==> config.mk <==
export PLATFORM = sky130hd
export DESIGN_NAME = stream_min_tracker
export DESIGN_NICKNAME = d
export VERILOG_FILES = /design/src/rtl/stream_min_tracker.sv
export SDC_FILE = /design/constraint.sdc
export NUM_CORES = 1
export LEC_CHECK = 0
export ABC_AREA = 1
export BUFFER_PORTS_ARGS = -buffer_cell sky130_fd_sc_hd__buf_4
export CAP_MARGIN = 20
export CORE_UTILIZATION = 40
export DETAILED_ROUTE_END_ITERATION = 16
export RECOVER_POWER = 25
export SYNTH_ARGS = -nofsm -noshare
export SYNTH_HDL_FRONTEND = slang
export SYNTH_SLANG_ARGS = --single-unit
==> constraint.sdc <==
create_clock -name clk -period 3.7 [get_ports clk]
set_input_delay 0.74 -clock clk [delete_from_list [all_inputs] [get_ports clk]]
set_output_delay 0.74 -clock clk [all_outputs]
set_load 0.05 [all_outputs]
==> src/rtl/stream_min_tracker.sv <==
// Streaming frame minimum tracker: reports the smallest unsigned word of each frame,
// a sticky overflow for frames longer than 65536 beats, and (with STREAM_MIN_TRACKER_INDEX_EN) the beat index.
module stream_min_tracker (
    input  logic        clk,
    input  logic        rst,
    input  logic        in_valid,
    input  logic [31:0] in_data,
    input  logic        in_last,
    output logic        in_ready,
    output logic        out_valid,
    output logic [31:0] out_min,
`ifdef STREAM_MIN_TRACKER_INDEX_EN
    output logic [15:0] out_idx,
`endif
    output logic        out_ovf,
    input  logic        out_ready
);

    localparam int unsigned DATA_W = 32;
    localparam int unsigned CNT_W  = 16;
    localparam logic [CNT_W-1:0] CNT_MAX = '1;

    typedef enum logic [1:0] {
        IDLE = 2'd0,
        ACC  = 2'd1,
        HOLD = 2'd2
    } state_e;

    state_e              state_q, state_d;
    logic [DATA_W-1:0]   min_q, min_d;
    logic [CNT_W-1:0]    cnt_q, cnt_d;
    logic                ovf_q, ovf_d;
    logic                out_valid_q, out_valid_d;
    logic [DATA_W-1:0]   out_min_q, out_min_d;
    logic                out_ovf_q, out_ovf_d;
`ifdef STREAM_MIN_TRACKER_INDEX_EN
    logic [CNT_W-1:0]    idx_q, idx_d;
    logic [CNT_W-1:0]    out_idx_q, out_idx_d;
`endif

    logic                open_c;
    logic                beat_c;
    logic                cnt_sat_c;
    logic [CNT_W-1:0]    beat_idx_c;

    // cnt_q holds the index of the most recent beat; it saturates rather than wraps
    assign open_c     = (state_q != HOLD);
    assign beat_c     = in_valid && open_c;
    assign cnt_sat_c  = (cnt_q == CNT_MAX);
    assign beat_idx_c = cnt_sat_c ? CNT_MAX : cnt_q + CNT_W'(1);

    assign in_ready  = open_c && !rst;
    assign out_valid = out_valid_q;
    assign out_min   = out_min_q;
    assign out_ovf   = out_ovf_q;
`ifdef STREAM_MIN_TRACKER_INDEX_EN
    assign out_idx   = out_idx_q;
`endif

    always_ff @(posedge clk or posedge rst) begin
        if (rst) begin
            state_q     <= IDLE;
            min_q       <= '0;
            cnt_q       <= '0;
            ovf_q       <= 1'b0;
            out_valid_q <= 1'b0;
            out_min_q   <= '0;
            out_ovf_q   <= 1'b0;
`ifdef STREAM_MIN_TRACKER_INDEX_EN
            idx_q       <= '0;
            out_idx_q   <= '0;
`endif
        end else begin
            state_q     <= state_d;
            min_q       <= min_d;
            cnt_q       <= cnt_d;
            ovf_q       <= ovf_d;
            out_valid_q <= out_valid_d;
            out_min_q   <= out_min_d;
            out_ovf_q   <= out_ovf_d;
`ifdef STREAM_MIN_TRACKER_INDEX_EN
            idx_q       <= idx_d;
            out_idx_q   <= out_idx_d;
`endif
        end
    end

    // Next-state and result register update
    always_comb begin
        state_d     = state_q;
        min_d       = min_q;
        cnt_d       = cnt_q;
        ovf_d       = ovf_q;
        out_valid_d = out_valid_q;
        out_min_d   = out_min_q;
        out_ovf_d   = out_ovf_q;
`ifdef STREAM_MIN_TRACKER_INDEX_EN
        idx_d       = idx_q;
        out_idx_d   = out_idx_q;
`endif
        case (state_q)
            IDLE, ACC: begin
                if (beat_c) begin
                    if (state_q == IDLE) begin
                        min_d = in_data;
                        cnt_d = '0;
                        ovf_d = 1'b0;
`ifdef STREAM_MIN_TRACKER_INDEX_EN
                        idx_d = '0;
`endif
                    end else begin
                        cnt_d = beat_idx_c;
                        ovf_d = ovf_q | cnt_sat_c;
                        if (in_data < min_q) begin
                            min_d = in_data;
`ifdef STREAM_MIN_TRACKER_INDEX_EN
                            idx_d = beat_idx_c;
`endif
                        end
                    end
                    if (in_last) begin
                        state_d     = HOLD;
                        out_valid_d = 1'b1;
                        out_min_d   = min_d;
                        out_ovf_d   = ovf_d;
`ifdef STREAM_MIN_TRACKER_INDEX_EN
                        out_idx_d   = idx_d;
`endif
                    end else begin
                        state_d = ACC;
                    end
                end
            end
            HOLD: begin
                if (out_ready) begin
                    state_d     = IDLE;
                    out_valid_d = 1'b0;
                    out_min_d   = '0;
                    out_ovf_d   = 1'b0;
`ifdef STREAM_MIN_TRACKER_INDEX_EN
                    out_idx_d   = '0;
`endif
                end
            end
            default: begin
                state_d = IDLE;
            end
        endcase
    end

endmodule

==> results.txt <==
Post-CTS setup buffer count - 0
Cell family with most CP delay - simple AND/OR/NAND/NOR gates
Largest net degree at the start of global routing - 67
Post-synthesis compound-gate area fraction - 6.10%
Ant diodes - 0
Synth top area share - 43.4%
Antenna violations before repair - 0
Yosys reg bits - 85
Fin. Hold Viols - 0
Final setup margin - 1.20 ns
Setup violators final - 0
CTS tree - built
GRT Overall Usage - 21.2%
PwrDens - 619 mW/mm2
Clock root buffer - clkbuf_16
H-tree depth - 3
Synthesized Nets - 728
Final RePlAce weighted congestion - 0.801
Drt wl/cell - 14.2 um
Netlist Area Pre-Place - 0.00491 mm2
Warnings from Yosys - 0
Adder-Cell Fraction of Synth Area - 8.16%
PortBufs - 71
CORE AREA - 0.0120 mm2
Drt total wl - 12,400 um
Worst Path Max Fanout - 32
Status - completed
Crit start category - primary input
Busiest grt layer - met2
First-pass GRT wire length - 21,100 um
Unrepaired setup endpoints after global routing - false
Non-filler cells, final - 873
Multi-input logic area - 0.00229 mm2
Xor and xnor fraction of the mapped netlist area - 0.536%
Clk slew on worst S/H paths - 0.06 ns
Hold Crit Start - min_q[5]$_DFFE_PP0P_
Tmin final - 2.50 ns
Max Cap Viol - 0
CTS Buffer Depth - 2
Max Slew Vio Count - 0
I/O pin cnt - 72
M1 GR Usage - 27.4%
Crit. End Element - register
Vias - 4,403
DRT Pass-1 Iters - 4
Cts hold-fix bufs - 0
Fin crit share - 67.5%
Sink Count - 85
Vias in the first global route - 4,473
Yosys cell types - 32
Cells after DPL - 859
Grt met3 use - 3.16%
Final Core Density - 49.2%
Initial core utilization - 41.0%
Register area share after synthesis - 43.4%
DIE AREA - 0.0127 mm2
Critical path type - in2reg
Pre-CTS setup slack - 0.814 ns
Multiplexer share of the synthesized area - 0%
Largest cells by area after synthesis - dfrtp_1 (43%), nand2_1 (17%), nand3_1 (11%)
Sum of buffers and inverters on the critical path - 1
Slowest stage delay, CP - 0.52 ns
Critical Path RT - 3.93 ns
Share of cells above drive strength 1 - 14.5%
Maximum vdd drop - 0.000304 V
Syn_area_per_cell - 7.44 um2
Simple-gate share of the synthesized area - 31.8%
WP data arrival - 2.73 ns
CP cell instances - buf_4 > ha_1 > a21oi_1 > o21ai_0 > a21oi_1 > nand2_1 > nand2_1 > nand2_2 > nand2_2 > nand2_1 > nand3_1 > nand2_1
Met2 Usage GRT - 35.4%
Detail Route Antenna Nets - 0
Syn Inst Count - 659
Worst hold-check path type - reg2reg
Global route total overflow - 0
Die width - 113 um
Worst Skew - 0.00580 ns
Worst setup path startpoint - in_data[15]
Fin Hold WS - 0.477 ns
Fill cells - 1,212
Die Y - 113 um
Seq. cell area - 0.00213 mm2
Drt initial violations - 289
Static Leak - 3.33 nW
DRC Markers - 0
P&R area growth vs syn - 20.0%
Max transition margin - 35.7%
Nets - 792
Reg2reg start - min_q[19]$_DFFE_PP0P_
Setup_tns - 0 ns
FMAX - 400 MHz
Crit-path slowest cell - nand2_2
Worst-Margin Slew - 0.959 ns
TritonCTS buffer count - 9
# resized after CTS - 0
Routed vias/inst - 5.04
Crit path top cell by count - nand2_1
Cell taking the most area after synthesis - dfrtp_1
DP HPWL - 8100 um
Largest family of logic cells by synthesized area - simple AND/OR/NAND/NOR gates
Worst-Skew Late Latency - 0.34 ns
Site Rows - 40
worst reg2reg max path: stages, from the launching register on:
cell and delay (ns):
dfrtp_1 0.37, inv_1 0.08, ha_1 0.24, a21oi_1 0.14, o21ai_0 0.10, nand2_1 0.08, nand3_1 0.07, a21oi_1 0.18
nand2_2 0.09, nand2_2 0.52, nand2_1 0.17, nand3_1 0.14, nand2_1 0.07
report_power, final:
group | switching [mW] | internal [mW] | total, mW
clock network | 0.366 | 0.572 | 0.937
logic | 0.994 | 0.448 | 1.44
registers | 0.124 | 1.14 | 1.27
metal layers:
metal	routed length [um]	part of all wire, %	up-vias
met5	0	0	-
met4	193	1.6	0
met3	517	4.2	15
met2	5750	46	96
met1	5930	48	2071
li1	-	-	2221
logic make-up (layout without fill, tap and decap cells):
| group | Yosys count | after routing |
|---|---|---|
| xor gates and xnor gates | 3 | 3 |
| DFF | 85 | 85 |
| and+or+nand+nor | 359 | 359 |
| buffers and inverters | 125 | 192 |
| AOI/OAI and AO/OA | 55 | 55 |
| adders and majority gates | 32 | 32 |
stage by stage:
step                      power [mW]  cell area [um2]
after floorplan                 2.31             4910
after global placement          2.70             5560
after detailed placement        2.73             5590
after CTS                       3.69             5890
after global routing            3.90             5890
final                           3.65             5890
cell type report:
cell class	count	area share (%)
inverters	100	6.40
multi-input cells	449	38.8
repair buffers	78	10.4
clock inverters	1	0.510
clock buffers	13	4.59
well taps	147	3.12
flip-flops and latches	85	36.1
synthesized netlist by cell type:
library cell,number
nand3_1,106
inv_2,1
o21ai_1,7
a21boi_1,1
xor2_1,3
o22ai_1,7
buf_6,1
ha_1,32
o32ai_1,1
nand4_1,1
nor2_4,1
dfrtp_1,85
a21oi_1,21
or2_1,1
o21ai_0,15
nand4_2,2
o21a_1,1
buf_4,3
clkbuf_1,14
o31ai_1,1
nand3b_1,1
nand2_2,4
nor2_1,14
nor3_1,3
buf_1,3
inv_1,99
buf_2,4
nand2_1,220
nand3_2,2
a22o_1,1
nor3_4,1
nor2_2,3
cells in the final DEF, fill, tap and decap left out, types with 2 or more instances in the layout:
cell type,instances
nand3_2,2
o21ai_0,15
clkbuf_8,3
o21ai_1,7
clkbuf_1,2
nor2_1,14
buf_4,74
nand2_2,4
clkbuf_16,9
dfrtp_1,85
nand2_1,220
ha_1,32
nor3_1,3
nor2_2,3
inv_1,98
a21oi_1,21
nand3_1,106
nand4_2,2
xor2_1,3
o22ai_1,7
path summary, 6_finish.rpt:
kind | end | slack (ns) | cells after the start
worst max-delay path | out_min[10]$_DFFE_PP0P_ | 1.20 | 12
worst min-delay path | min_q[5]$_DFFE_PP0P_ | 0.48 | 2
worst max register to register | out_min[10]$_DFFE_PP0P_ | 1.32 | 12
worst min register to register | min_q[5]$_DFFE_PP0P_ | 0.48 | 2
max in group asynchronous | min_q[19]$_DFFE_PP0P_ | 2.28 | 3
min in group asynchronous | cnt_q[1]$_DFFE_PP0P_ | 0.60 | 2
state kept, by name (all words and copies together) (netlist names):
signal	cells
cnt_q	16
min_q	32
out_min	32
out_ovf	1
out_valid	1
ovf_q	1
state_q	2
No activity file was read; power rests on OpenSTA's default activity.
